[src/rtl/data_matrix_pkg.sv]
// Shared definitions for the data matrix controller.
// Contents:
//   DEF_*      default parameter values of data_matrix_ctrl
//   state_e    controller FSM state encoding
//   min1_clog2 width helper: ceil(log2(value)), never less than 1
package data_matrix_pkg;

  localparam int DEF_DATA_WIDTH   = 8;
  localparam int DEF_ROW_WIDTH    = 5;
  localparam int DEF_KERNEL_WIDTH = 3;
  localparam int DEF_COL_HEIGHT   = 3;
  localparam int DEF_IMG_HEIGHT   = 5;

  typedef enum logic [2:0] {
    ST_IDLE     = 3'd0,
    ST_LOAD     = 3'd1,
    ST_SHIFT    = 3'd2,
    ST_NEXT_ROW = 3'd3,
    ST_DONE     = 3'd4
  } state_e;

  // Width of a counter holding 0..value-1; a zero-bit vector is not legal.
  function automatic int min1_clog2(input int value);
    if (value > 1) begin
      return $clog2(value);
    end else begin
      return 1;
    end
  endfunction

endpackage

[src/rtl/data_matrix_ctrl.sv]
// Sliding-window matrix controller.
// Walks a KERNEL_WIDTH x COL_HEIGHT window over a ROW_WIDTH x IMG_HEIGHT image:
// each window row starts with a parallel column load from the line buffers,
// followed by ROW_WIDTH-KERNEL_WIDTH single-pixel shifts taken from the
// upstream valid/ready stream.
// Ports:
//   clk, arst_n                  clock, asynchronous active-low reset
//   start, abort                 frame start request, synchronous frame cancel
//   lb_ready                     line buffers can supply a parallel load
//   pix_valid, pix_data, pix_ready  upstream pixel handshake
//   processing                   frame in progress
//   parallel_load_en             matrix column load strobe
//   shifting_enable, shifting_data  matrix shift strobe and pixel shifted in
//   window_valid, win_row, win_col  complete new window and its position
//   done                         one-cycle end-of-frame pulse
module data_matrix_ctrl
  import data_matrix_pkg::*;
#(
  parameter int DATA_WIDTH   = DEF_DATA_WIDTH,
  parameter int ROW_WIDTH    = DEF_ROW_WIDTH,
  parameter int KERNEL_WIDTH = DEF_KERNEL_WIDTH,
  parameter int COL_HEIGHT   = DEF_COL_HEIGHT,
  parameter int IMG_HEIGHT   = DEF_IMG_HEIGHT
) (
  input  logic                  clk,
  input  logic                  arst_n,
  input  logic                  start,
  input  logic                  abort,
  input  logic                  lb_ready,
  input  logic                  pix_valid,
  input  logic [DATA_WIDTH-1:0] pix_data,
  output logic                  pix_ready,
  output logic                  processing,
  output logic                  parallel_load_en,
  output logic                  shifting_enable,
  output logic [DATA_WIDTH-1:0] shifting_data,
  output logic                  window_valid,
  output logic [min1_clog2(IMG_HEIGHT-COL_HEIGHT+1)-1:0] win_row,
  output logic [min1_clog2(ROW_WIDTH-KERNEL_WIDTH+1)-1:0] win_col,
  output logic                  done
);

  localparam int ROW_W  = min1_clog2(IMG_HEIGHT - COL_HEIGHT + 1);
  localparam int COL_W  = min1_clog2(ROW_WIDTH - KERNEL_WIDTH + 1);
  localparam int SHIFTS = ROW_WIDTH - KERNEL_WIDTH;
  localparam logic [ROW_W-1:0] LAST_ROW   = ROW_W'(IMG_HEIGHT - COL_HEIGHT);
  localparam logic [COL_W-1:0] LAST_SHIFT = COL_W'(SHIFTS - 1);

  if (ROW_WIDTH < KERNEL_WIDTH || IMG_HEIGHT < COL_HEIGHT) begin : g_param_check
    $error("data_matrix_ctrl: window does not fit inside the image");
  end

  state_e                state_q, state_d;
  logic                  processing_q, processing_d;
  logic                  load_q, load_d;
  logic                  shift_q, shift_d;
  logic [DATA_WIDTH-1:0] data_q, data_d;
  logic                  wvalid_q, wvalid_d;
  logic [ROW_W-1:0]      win_row_q, win_row_d;
  logic [COL_W-1:0]      win_col_q, win_col_d;
  logic [COL_W-1:0]      shift_cnt_q, shift_cnt_d;
  logic                  done_q, done_d;

  // Next-state and strobe generation; abort acts as a synchronous clear.
  always_comb begin
    state_d      = state_q;
    processing_d = processing_q;
    load_d       = 1'b0;
    shift_d      = 1'b0;
    data_d       = data_q;
    wvalid_d     = load_q | shift_q;
    win_row_d    = win_row_q;
    shift_cnt_d  = shift_cnt_q;
    done_d       = 1'b0;

    // win_col tracks the strobe already on the outputs, so it lines up with
    // window_valid one cycle later.
    if (load_q) begin
      win_col_d = '0;
    end else if (shift_q) begin
      win_col_d = win_col_q + COL_W'(1);
    end else begin
      win_col_d = win_col_q;
    end

    if (abort) begin
      state_d      = ST_IDLE;
      processing_d = 1'b0;
      data_d       = '0;
      wvalid_d     = 1'b0;
      win_row_d    = '0;
      win_col_d    = '0;
      shift_cnt_d  = '0;
    end else begin
      case (state_q)
        ST_IDLE: begin
          if (start) begin
            state_d      = ST_LOAD;
            processing_d = 1'b1;
            win_row_d    = '0;
          end else begin
            state_d = ST_IDLE;
          end
        end
        ST_LOAD: begin
          if (lb_ready) begin
            load_d      = 1'b1;
            shift_cnt_d = '0;
            // A window as wide as the image needs no shifts at all.
            state_d     = (SHIFTS == 0) ? ST_NEXT_ROW : ST_SHIFT;
          end else begin
            state_d = ST_LOAD;
          end
        end
        ST_SHIFT: begin
          if (pix_valid) begin
            shift_d     = 1'b1;
            data_d      = pix_data;
            shift_cnt_d = shift_cnt_q + COL_W'(1);
            if (shift_cnt_q == LAST_SHIFT) begin
              state_d = ST_NEXT_ROW;
            end else begin
              state_d = ST_SHIFT;
            end
          end else begin
            state_d = ST_SHIFT;
          end
        end
        ST_NEXT_ROW: begin
          if (win_row_q < LAST_ROW) begin
            win_row_d = win_row_q + ROW_W'(1);
            state_d   = ST_LOAD;
          end else begin
            state_d      = ST_DONE;
            processing_d = 1'b0;
            done_d       = 1'b1;
          end
        end
        ST_DONE: begin
          state_d = ST_IDLE;
        end
        default: begin
          state_d      = ST_IDLE;
          processing_d = 1'b0;
        end
      endcase
    end
  end

  // State and output registers.
  always_ff @(posedge clk or negedge arst_n) begin
    if (!arst_n) begin
      state_q      <= ST_IDLE;
      processing_q <= 1'b0;
      load_q       <= 1'b0;
      shift_q      <= 1'b0;
      data_q       <= '0;
      wvalid_q     <= 1'b0;
      win_row_q    <= '0;
      win_col_q    <= '0;
      shift_cnt_q  <= '0;
      done_q       <= 1'b0;
    end else begin
      state_q      <= state_d;
      processing_q <= processing_d;
      load_q       <= load_d;
      shift_q      <= shift_d;
      data_q       <= data_d;
      wvalid_q     <= wvalid_d;
      win_row_q    <= win_row_d;
      win_col_q    <= win_col_d;
      shift_cnt_q  <= shift_cnt_d;
      done_q       <= done_d;
    end
  end

  assign pix_ready        = (state_q == ST_SHIFT);
  assign processing       = processing_q;
  assign parallel_load_en = load_q;
  assign shifting_enable  = shift_q;
  assign shifting_data    = data_q;
  assign window_valid     = wvalid_q;
  assign win_row          = win_row_q;
  assign win_col          = win_col_q;
  assign done             = done_q;

endmodule
[config.mk]
export PLATFORM = sky130hd
export DESIGN_NAME = data_matrix_ctrl
export DESIGN_NICKNAME = d
export VERILOG_FILES = /design/src/rtl/data_matrix_pkg.sv /design/src/rtl/data_matrix_ctrl.sv
export SDC_FILE = /design/constraint.sdc
export NUM_CORES = 1
export LEC_CHECK = 0
export ABC_CLOCK_PERIOD_IN_PS = 3680
export CORE_MARGIN = 5
export CORE_UTILIZATION = 35
export DETAILED_ROUTE_END_ITERATION = 12
export SLEW_MARGIN = 30
export SYNTH_ARGS = -nofsm -noshare
export SYNTH_HDL_FRONTEND = slang
export SYNTH_SLANG_ARGS = --single-unit
[constraint.sdc]
create_clock -name clk -period 3.68 [get_ports clk]
set_input_delay 0.552 -clock clk [delete_from_list [all_inputs] [get_ports clk]]
set_output_delay 0.552 -clock clk [all_outputs]
set_load 0.01 [all_outputs]
==> results.sh <==
export IMPL_ant_diodes=0
export IMPL_netSwitchingPower_uw=111
export IMPL_dp_hpwl_mm=1.58
export IMPL_fin_crit_sh_pct=63.8
export IMPL_cts_setup_buffers=0
export IMPL_ys_types=28
export IMPL_layout_min_cycle_time_ns=2.35
export IMPL_ioPinCount=32
export IMPL_cts_inserted_buffers=3
export IMPL_synth_sequential_area_ratio_pct=56.1
export IMPL_syn_num_nets=101
export IMPL_power_report_internal_total_uw=389
export IMPL_synthTopCellsByArea="sky130_fd_sc_hd__dfrtp_1 (56%), sky130_fd_sc_hd__a22o_1 (7.1%), sky130_fd_sc_hd__inv_1 (3.1%)"
export IMPL_worst_endpoint_required_ns=3.13
export IMPL_timing_reg2reg_setup_slack_ns=2.09
export IMPL_die_height_um=62.9
export IMPL_grt_overflow=0
export IMPL_maxSlewHeadroom_pct=56.5
export IMPL_worst_path_max_fanout=11
export IMPL_ctsResizeCount=0
export IMPL_multi_input_area_um2=368
export IMPL_worst_skew_pair_late_latency_ns=0.31
export IMPL_routed_antenna_nets=0
export IMPL_initial_core_util_pct=36.2
export IMPL_crit_path_end_kind="output port"
export IMPL_dp_slack_ns=1.45
export IMPL_wl_per_cell_um=14.4
export IMPL_most_common_cell_in_the_netlist="sky130_fd_sc_hd__dfrtp_1"
export IMPL_netlist_area_leader_share_pct=56.1
export IMPL_pwr_density_cell_nw_per_um2=371
export IMPL_synth_edf_count=0
export IMPL_total_power_uw=500
export IMPL_drive_gt1_share_pct=5.98
export IMPL_detail_route_iter0_violations=20
export IMPL_clk_pin_slew_worst_paths_ns=0.13
export IMPL_seqCellArea_um2=551
export IMPL_num_vias=780
export IMPL_power_static_leakage_nw=0.579
export IMPL_post_synth_instance_area_um2=981
export IMPL_number_of_warnings_issued_by_yosys=0
export IMPL_final_critical_path_setup_slack_ns=1.33
export IMPL_vdd_drop_max_uv=278
export IMPL_swShare_pct=22.1
export IMPL_slew_violations=0
export IMPL_grt_first_pass_wirelength_mm=3.71
export IMPL_cts_hold_buffers_added=0
export IMPL_cts_root_to_sink_buffers=2
export IMPL_timing_clock_skew_ns=0.00822
export IMPL_fp_dieArea_um2=3960
export IMPL_cts_num_sinks=22
export IMPL_rows=19
export IMPL_final_net_count=133
export IMPL_floorplan_die_width_um=62.9
export IMPL_worstSetupStartpointType="register"
export IMPL_postSynthRegisterBits=22
export IMPL_place_port_buffers=31
export IMPL_timing_setup_critical_path_class="reg2out"
export IMPL_clockRootBuffer="sky130_fd_sc_hd__clkbuf_4"
export IMPL_synthesis_instances=86
export IMPL_vias_in_the_first_global_route=777
export IMPL_critPathArrivalTime_ns=1.80
export IMPL_regToRegStartpoint="state_q[1]$_DFF_PN0_"
export IMPL_drc_errors=0
export IMPL_clock_power_share_pct=37.2
export IMPL_largest_net_degree_at_the_start_of_global_routing=23
export IMPL_list_of_most_frequent_post_synthesis_cells="sky130_fd_sc_hd__dfrtp_1 (22), sky130_fd_sc_hd__a22o_1 (8), sky130_fd_sc_hd__inv_1 (8)"
export IMPL_grt_usage_pct=11.6
export IMPL_comb_power_share_pct=11.5
export IMPL_coreArea_um2=2710
export IMPL_sequential_fraction_of_design_power_pct=51.3
export IMPL_flow_area_growth_from_synthesis_pct=37.1
export IMPL_rsz0062_at_grt="no"
export IMPL_worst_slew_pin_slew_ns=0.652
export IMPL_worst_r2r_endpoint="shifting_data[0]$_DFFE_PN0P_"
export IMPL_post_syn_area_per_cell_um2=11.4
export IMPL_via_per_inst=5.27
export IMPL_worstRegToRegCells=3
export IMPL_maxCapViolations=0
export IMPL_finalHoldViolations=0
export IMPL_result_of_the_run="finished clean"
export IMPL_report_final_setup_viol=0
export IMPL_tritoncts="yes"
export IMPL_fill_cells=254
export IMPL_drtPass1Iterations=8
export IMPL_gp_congestion=0.818
export IMPL_timing_hold_worst_class="in2async"
export IMPL_htreeDepth=1
export IMPL_postSynth_topFlopCell="sky130_fd_sc_hd__dfrtp_1"
export IMPL_async_flop_share_pct=100
export IMPL_timing_setup_tns_ns=0
export IMPL_maxClockFrequency_mhz=426
export IMPL_routed_wirelength_mm=2.13
export IMPL_netlist_top_cell_by_area="sky130_fd_sc_hd__dfrtp_1"
export IMPL_grt_antenna_before_repair=0
[logic make-up after synthesis]
group | count (synthesis) | synth area share [%]
AND/OR/NAND/NOR | 26 | 16.8
AO/OA/AOI/OAI | 23 | 17.6
flip-flops | 22 | 56.1
buffers and inverters | 12 | 6.38
XOR/XNOR | 2 | 1.79
adder cells (fa/ha/maj) | 1 | 1.28
[worst max-delay path by stage]
stage	start	endpoint	slack (ns)
after floorplan	abort	shifting_data[0]$_DFFE_PN0P_	2.16
after global placement	abort	shifting_data[2]$_DFFE_PN0P_	1.50
after detailed placement	abort	shifting_data[0]$_DFFE_PN0P_	1.45
after CTS	state_q[1]$_DFF_PN0_	pix_ready	1.34
after global routing	state_q[1]$_DFF_PN0_	pix_ready	1.21
final	state_q[1]$_DFF_PN0_	pix_ready	1.33
[cell usage in the layout, fill, tap and decap left out]
master	count
sky130_fd_sc_hd__or2b_1	1
sky130_fd_sc_hd__o32ai_1	1
sky130_fd_sc_hd__nand2b_1	2
sky130_fd_sc_hd__o211ai_1	2
sky130_fd_sc_hd__xnor2_1	1
sky130_fd_sc_hd__or3_1	1
sky130_fd_sc_hd__a31oi_1	2
sky130_fd_sc_hd__xor2_1	1
sky130_fd_sc_hd__a211oi_1	2
sky130_fd_sc_hd__nor4bb_1	1
sky130_fd_sc_hd__ha_1	1
sky130_fd_sc_hd__clkbuf_4	3
sky130_fd_sc_hd__buf_2	1
sky130_fd_sc_hd__bufinv_16	1
sky130_fd_sc_hd__nor3_4	1
sky130_fd_sc_hd__nand4bb_1	2
sky130_fd_sc_hd__a21oi_1	4
sky130_fd_sc_hd__nor3b_2	1
sky130_fd_sc_hd__a2bb2oi_1	1
sky130_fd_sc_hd__or2_1	1
sky130_fd_sc_hd__nand3_1	4
sky130_fd_sc_hd__a22o_1	8
sky130_fd_sc_hd__nand2_1	3
sky130_fd_sc_hd__nor2_1	4
sky130_fd_sc_hd__nor3_1	5
sky130_fd_sc_hd__clkdlybuf4s50_1	30
sky130_fd_sc_hd__dfrtp_1	22
sky130_fd_sc_hd__a211o_1	2
sky130_fd_sc_hd__inv_1	8
sky130_fd_sc_hd__o21ai_0	1
[per-stage QoR]
stage          hold WS (ns)  instance area (µm²)  utilization (%)  cells
2_1_floorplan         0.256                  981                -     86
3_3_place_gp          0.467                 1300             47.9    144
3_5_place_dp          0.477                 1300             47.9    144
4_1_cts               0.494                 1350             49.8    148
5_1_grt               0.213                 1350             49.6    148
6_report              0.179                 1350             49.6    148
[final cells by class]
| class | instances | area share [%] |
|---|---|---|
| inverters | 8 | 2.23 |
| clock inverters | 1 | 2.23 |
| clock buffers | 3 | 1.67 |
| repair buffers | 31 | 22.7 |
| multi-input cells | 52 | 27.3 |
| flip-flops and latches | 22 | 40.9 |
| well taps | 31 | 2.88 |
[per-layer routing]
metal / track usage [%] / share of wire [%] / vias up / wire length, µm
met4: 7.16 / 2.6 / 0 / 55
met1: 15.2 / 45 / 381 / 948
met2: 17.4 / 48 / 22 / 1010
met5: 0 / 0 / - / 0
li1: - / - / 373 / -
met3: 2.34 / 5.3 / 4 / 112
[worst max-delay path: stages (launching register included)]
cell                              delay, ns
sky130_fd_sc_hd__dfrtp_1               0.55
sky130_fd_sc_hd__nor3b_2               0.33
sky130_fd_sc_hd__clkdlybuf4s50_1       0.60
[sequential cells by signal (all words and copies together), names as in the netlist]
register and count:
done 1, parallel_load_en 1, processing 1, shift_cnt_q 2
shifting_data 8, shifting_enable 1, state_q 3, win_col 2
win_row 2, window_valid 1
[power by group through the flow]
stage	clock network, mW	registers, mW	logic [mW]
2_1_floorplan	0	0.258	0.0294
3_3_place_gp	0	0.261	0.0579
3_5_place_dp	0	0.261	0.0582
4_1_cts	0.189	0.256	0.0585
5_1_grt	0.198	0.258	0.0633
6_report	0.186	0.256	0.0573
Power figures use the tool's default switching activity.
==> patch 1, RTL diff (same flow settings) <==
`DEF_ROW_WIDTH`: 5 -> 10.
--- a/src/rtl/data_matrix_pkg.sv
+++ b/src/rtl/data_matrix_pkg.sv
@@ -8,3 +8,3 @@
   localparam int DEF_DATA_WIDTH   = 8;
-  localparam int DEF_ROW_WIDTH    = 5;
+  localparam int DEF_ROW_WIDTH    = 10;
   localparam int DEF_KERNEL_WIDTH = 3;
Interface: changed (resized win_col); port bits go from 32 to 33. No check against the original RTL was run, so the function may have changed too.
==> patch 1 against the unedited design <==
- worst setup slack about the same
- final cell count rose by 15%
- wire length rose by 8.0%
- sequential share of layout area decreased by 0.49 points
- area after synthesis up 14%
- sequential cell count increased by 2
- design area rose by 10%
- total power is 4.8% lower
- largest cell class unchanged
==> patch 1: results (changes against the unedited design) <==
Outcome = finished, final reports clean
Share of layout cells above drive strength 1 = 9.52% (+3.5 points)
Die area = 4420 sq um (+12%)
Post-placement cell count = 166 (+15%)
Met2 wire len = 1.07 mm (+5.1%)
Synth unique cells = 33 (+18%)
Post-synthesis adder-cell area fraction = 3.36% (+2.1 points)
Initial DRC count = 24 (+20%)
GRT met1 Usage = 14.4% (-0.72 points)
Number of multi-input logic gates = 61 (+17%)
Syn avg cell area = 11.7 sq um (+3.0%)
XOR/XNOR Fraction of Synth Area = 1.57% (-0.22 points)
Tot GR Track Use = 11.9% (+0.25 points)
Register bit total from synthesis = 24 (+9.1%)
Port Buffers = 32 (+3.2%)
Clock buffer count = 4 (+1)
DRT Pass-1 Iters = 3 (-5)
Vias in the first global route = 858 (+10%)
Synth area leaders = dfrtp_1 54%, a22o_1 6.3%, ha_1 3.4%
Final non-clock buffer share = 21.2% (-1.5 points)
RD Place Congestion = 0.834 (+2.0%)
Mux cell area share after synthesis = 2.24% (+2.2 points)
Non-clk bufs = 32 (+3.2%)
Layout Nets = 144 (+8.3%)
Largest net degree at the start of global routing = 25 (+8.7%)
Worst-Margin Slew = 0.604 ns (-0.0483 ns)
Net count after synthesis = 112 (+11%)
Via count = 818 (+4.9%)
Estimated wirelength of the detail-placed design = 1.73 mm (+9.7%)
Area of the multi-input gates = 459 sq um (+25%)
Final Util = 48.6% (-0.98 points)
Static Leakage = 0.000623 uW (+7.6%)
VDD IR max = 0.203 mV (-27%)
Met3 WL = 145 um (+29%)
First-pass GRT wire length = 4.00 mm (+7.8%)
Post-DP Area = 1450 sq um (+12%)
Clock share of power = 28.6% (-8.6 points)
Aggregate routed wire length = 2.30 mm (+8.0%)
Clk_skew = 0.0154 ns (+0.00721 ns)
Final clock-cell share = 2.44% (-1.5 points)
Switching share of power = 23.4% (+1.3 points)
Total sequential power = 278 uW (+8.6%)
Post-synth top cells = 24 x dfrtp_1, 8 x a22o_1, 7 x nor2_1
Fraction of area in registers = 40.4% (-0.49 points)
CP max FO = 12 (+1)
Layout fillers = 285 (+12%)
Register area share after synthesis = 53.8% (-2.3 points)
Compound-Gate Fraction of Synth Area = 16.1% (-1.5 points)
Logic inverters = 5 (-3)
M1 wire length = 1.07 mm (+13%)
Routing usage on met2 = 19.1% (+1.6 points)
Drt wl/cell = 13.5 um (-6.0%)
GR Layer Usage met3 = 5.23% (+2.9 points)
-- patch 1: cell types whose count changed in the layout (fill, tap and decap cells not counted), sizes merged, moves of 2 or more --
cell,change
nor3b,+2
inv,-3
a211o,-2
nand4bb,-2
nor2b,+2
nand3,-3
dfrtp,+2
a211oi,-2
and4bb,+2
nor2,+5
ha,+2
-- patch 1: worst paths after layout --
kind | start | to | slack [ns] | cells past startpoint
min in group clk | shifting_data[3] | shifting_data[3] | 0.52 | 1
worst max-delay path | state_q[1] | pix_ready | 1.33 | 2
max in group asynchronous | arst_n | shifting_data[6] | 3.13 | 1
worst min-delay path | arst_n | window_valid | 0.19 | 1
worst min register to register | shifting_data[3] | shifting_data[3] | 0.52 | 1
worst max register to register | state_q[2] | shift_cnt_q[0] | 2.31 | 3
-- patch 1: through the flow --
stage,power [uW],hold slack [ns]
2_1_floorplan,311,0.256
3_3_place_gp,346,0.486
3_5_place_dp,346,0.482
4_1_cts,484,0.196
5_1_grt,501,0.221
6_report,476,0.187
==> patch 2, RTL diff (same flow settings) <==
Without the edit above. Take the reset off `data_q` and load it in a clocked block of its own.
--- a/src/rtl/data_matrix_ctrl.sv
+++ b/src/rtl/data_matrix_ctrl.sv
@@ -156,3 +156,2 @@
       shift_q      <= 1'b0;
-      data_q       <= '0;
       wvalid_q     <= 1'b0;
@@ -167,3 +166,2 @@
       shift_q      <= shift_d;
-      data_q       <= data_d;
       wvalid_q     <= wvalid_d;
@@ -174,2 +172,6 @@
     end
+  end
+
+  always_ff @(posedge clk) begin
+    data_q <= data_d;
   end
Function: differs if arst_n is asserted again (counterexample within 4 cycles, from zero or initial values and one cycle with arst_n low); with arst_n held inactive, the same outputs for 10 cycles.
==> patch 2 against the unedited design <==
- total power fell by 2.6%
- final cell count up 8.1%
- sequential cell count unchanged
- design area is 2.0% lower
- via count is 3.3% higher
- register-to-register slack got worse by 0.22 ns
- wire length increased by 1.2%
- area after synthesis is 4.7% lower
- clock skew barely moved
- worst setup slack improved by 0.0043 ns
- critical path type unchanged
- critical endpoint unchanged
- largest cell class unchanged
- highest routed layer unchanged
==> patch 2: results (changes against the unedited design) <==
Outcome = finished, final reports clean
Setup Fix Bufs, Post-CTS = 0 (unchanged)
Largest net degree at the start of global routing = 19 (-17%)
Arrival time of the worst setup path = 1.79 ns
VDD IR max = 0.356 mV (+28%)
Worst Setup SP = state_q[2]
Net count after synthesis = 114 (+13%)
Post-synth top area share = 37.5% (-19 points)
CTS Buffer Depth = 2 (unchanged)
Gates resized, CTS repair = 0 (unchanged)
Reg2reg start = state_q[0]
Tot GR Track Use = 12.5% (+0.85 points)
CP max FO = 8 (-3)
Final setup fails = 0 (unchanged)
Post-synth top cells = 19 x nand2_1, 14 x dfrtp_1, 11 x a21oi_1
RD Place Congestion = 0.837 (+2.4%)
H-tree Lvls = 1 (unchanged)
Port Buffers = 31 (unchanged)
Worst skew pair latency = 0.30 ns
Register area share after synthesis = 54.6% (-1.5 points)
Static Leakage = 0.000499 uW (-14%)
Synth unique cells = 33 (+18%)
Reg2reg setup slack = 1.87 ns (-0.22 ns)
Sum Neg Setup Slack = 0 ns (unchanged)
Synth area leaders = dfrtp_1 37%, dfxtp_1 17%, nand2_1 7.6%
CTS buffer count = 3 (unchanged)
Estimated wirelength of the detail-placed design = 1.62 mm (+2.4%)
Setup ws final = 1.34 ns (+0.00433 ns)
FF-to-FF path depth = 3 (unchanged)
Vias in the first global route = 817 (+5.1%)
Routed vias/inst = 5.04 (-4.4%)
Ant diodes = 0 (unchanged)
Initial antenna violation count = 0 (unchanged)
Aggregate routed wire length = 2.16 mm (+1.2%)
Synth async-reset ratio = 63.6% (-36 points)
Worst slew margin = 56.4% (-0.15 points)
Root Driver = clkbuf_4
Clk_skew = 0.00859 ns (+0.000374 ns)
Layout Nets = 146 (+9.8%)
Switching share of power = 20.8% (-1.3 points)
Max reg flops = 8 (unchanged)
Layout fillers = 241 (-5.1%)
DRT Pass-1 Iters = 4 (-4)
Initial DRC count = 20 (unchanged)
DP Worst Slack = 1.41 ns (-0.0379 ns)
Worst flop-to-flop path endpoint = shift_cnt_q[1]
Clock transition at path regs = 0.12 ns
CP endpoint = pix_ready
First-pass GRT wire length = 3.53 mm (-4.7%)
Ys Warns = 0 (unchanged)
Max_cap viols = 0 (unchanged)
Worst min path class = register to register
Post-DP Area = 1270 sq um (-2.4%)
Share of layout cells above drive strength 1 = 5.38% (-0.60 points)
-- patch 2: changes by cell type after synthesis, sizes merged, moves of 4 or more --
cell   change
a22o       -8
nand2     +16
nor3       -4
dfrtp      -8
dfxtp      +8
nor2       +4
inv        -4
a21oi      +7
-- patch 2: metrics by stage --
step                instances  total power (uW)
floorplan                  99               280
global placement          156               312
detailed placement        156               313
CTS                       160               496
global route              160               510
finish                    160               487
-- patch 2: layer usage --
layer / vias to the layer above / track usage, % / share of wire [%]
li1: 411 / - / -
met1: 373 / 15.6 / 43
met2: 20 / 20.2 / 50
met3: 2 / 4.40 / 6.1
met4: 0 / 3.64 / 0.37
met5: - / 0 / 0
-- patch 2: power by group through the flow --
| stage | clock network [uW] | logic, uW | registers [uW] |
|---|---|---|---|
| 2_1_floorplan | 0 | 23.1 | 257 |
| 3_3_place_gp | 0 | 53.6 | 258 |
| 3_5_place_dp | 0 | 54.1 | 259 |
| 4_1_cts | 188 | 54.4 | 254 |
| 5_1_grt | 196 | 59.5 | 255 |
| 6_report | 180 | 53.4 | 253 |
-- patch 2: cell type report --
type | count | area (sq um) | area share (%)
tap | 30 | 37.5 | 2.85
multi-input combinational | 68 | 385 | 29.2
inverter | 4 | 15.0 | 1.14
sequential | 22 | 510 | 38.7
timing repair buffer | 32 | 318 | 24.1
clock buffer | 3 | 22.5 | 1.71
clock inverter | 1 | 30.0 | 2.28
-- patch 2: worst min path at each step --
stage                      from  slack [ns]               end  depth (start not counted)
6_report       shifting_data[6]        0.46  shifting_data[6]                          2
3_3_place_gp   shifting_data[7]        0.45  shifting_data[7]                          2
2_1_floorplan            arst_n        0.26              done                          0
5_1_grt        shifting_data[7]        0.50  shifting_data[7]                          2
3_5_place_dp   shifting_data[6]        0.45  shifting_data[6]                          2
4_1_cts        shifting_data[6]        0.47  shifting_data[6]                          2
-- patch 2: worst max-delay path: stages, from the launching register on --
cell	delay, ns
dfrtp_1	0.47
nand2b_2	0.26
nor2_1	0.18
clkdlybuf4s50_1	0.57
-- patch 2: cell families after synthesis --
kind of cell               Yosys count  share of synthesized area, %
AOI/OAI and AO/OA                   20                          13.5
xor gates and xnor gates             2                          1.87
adders and majority gates            1                          1.34
buffers and inverters                9                          4.15
DFF                                 22                          54.6
and+or+nand+nor                     45                          24.5
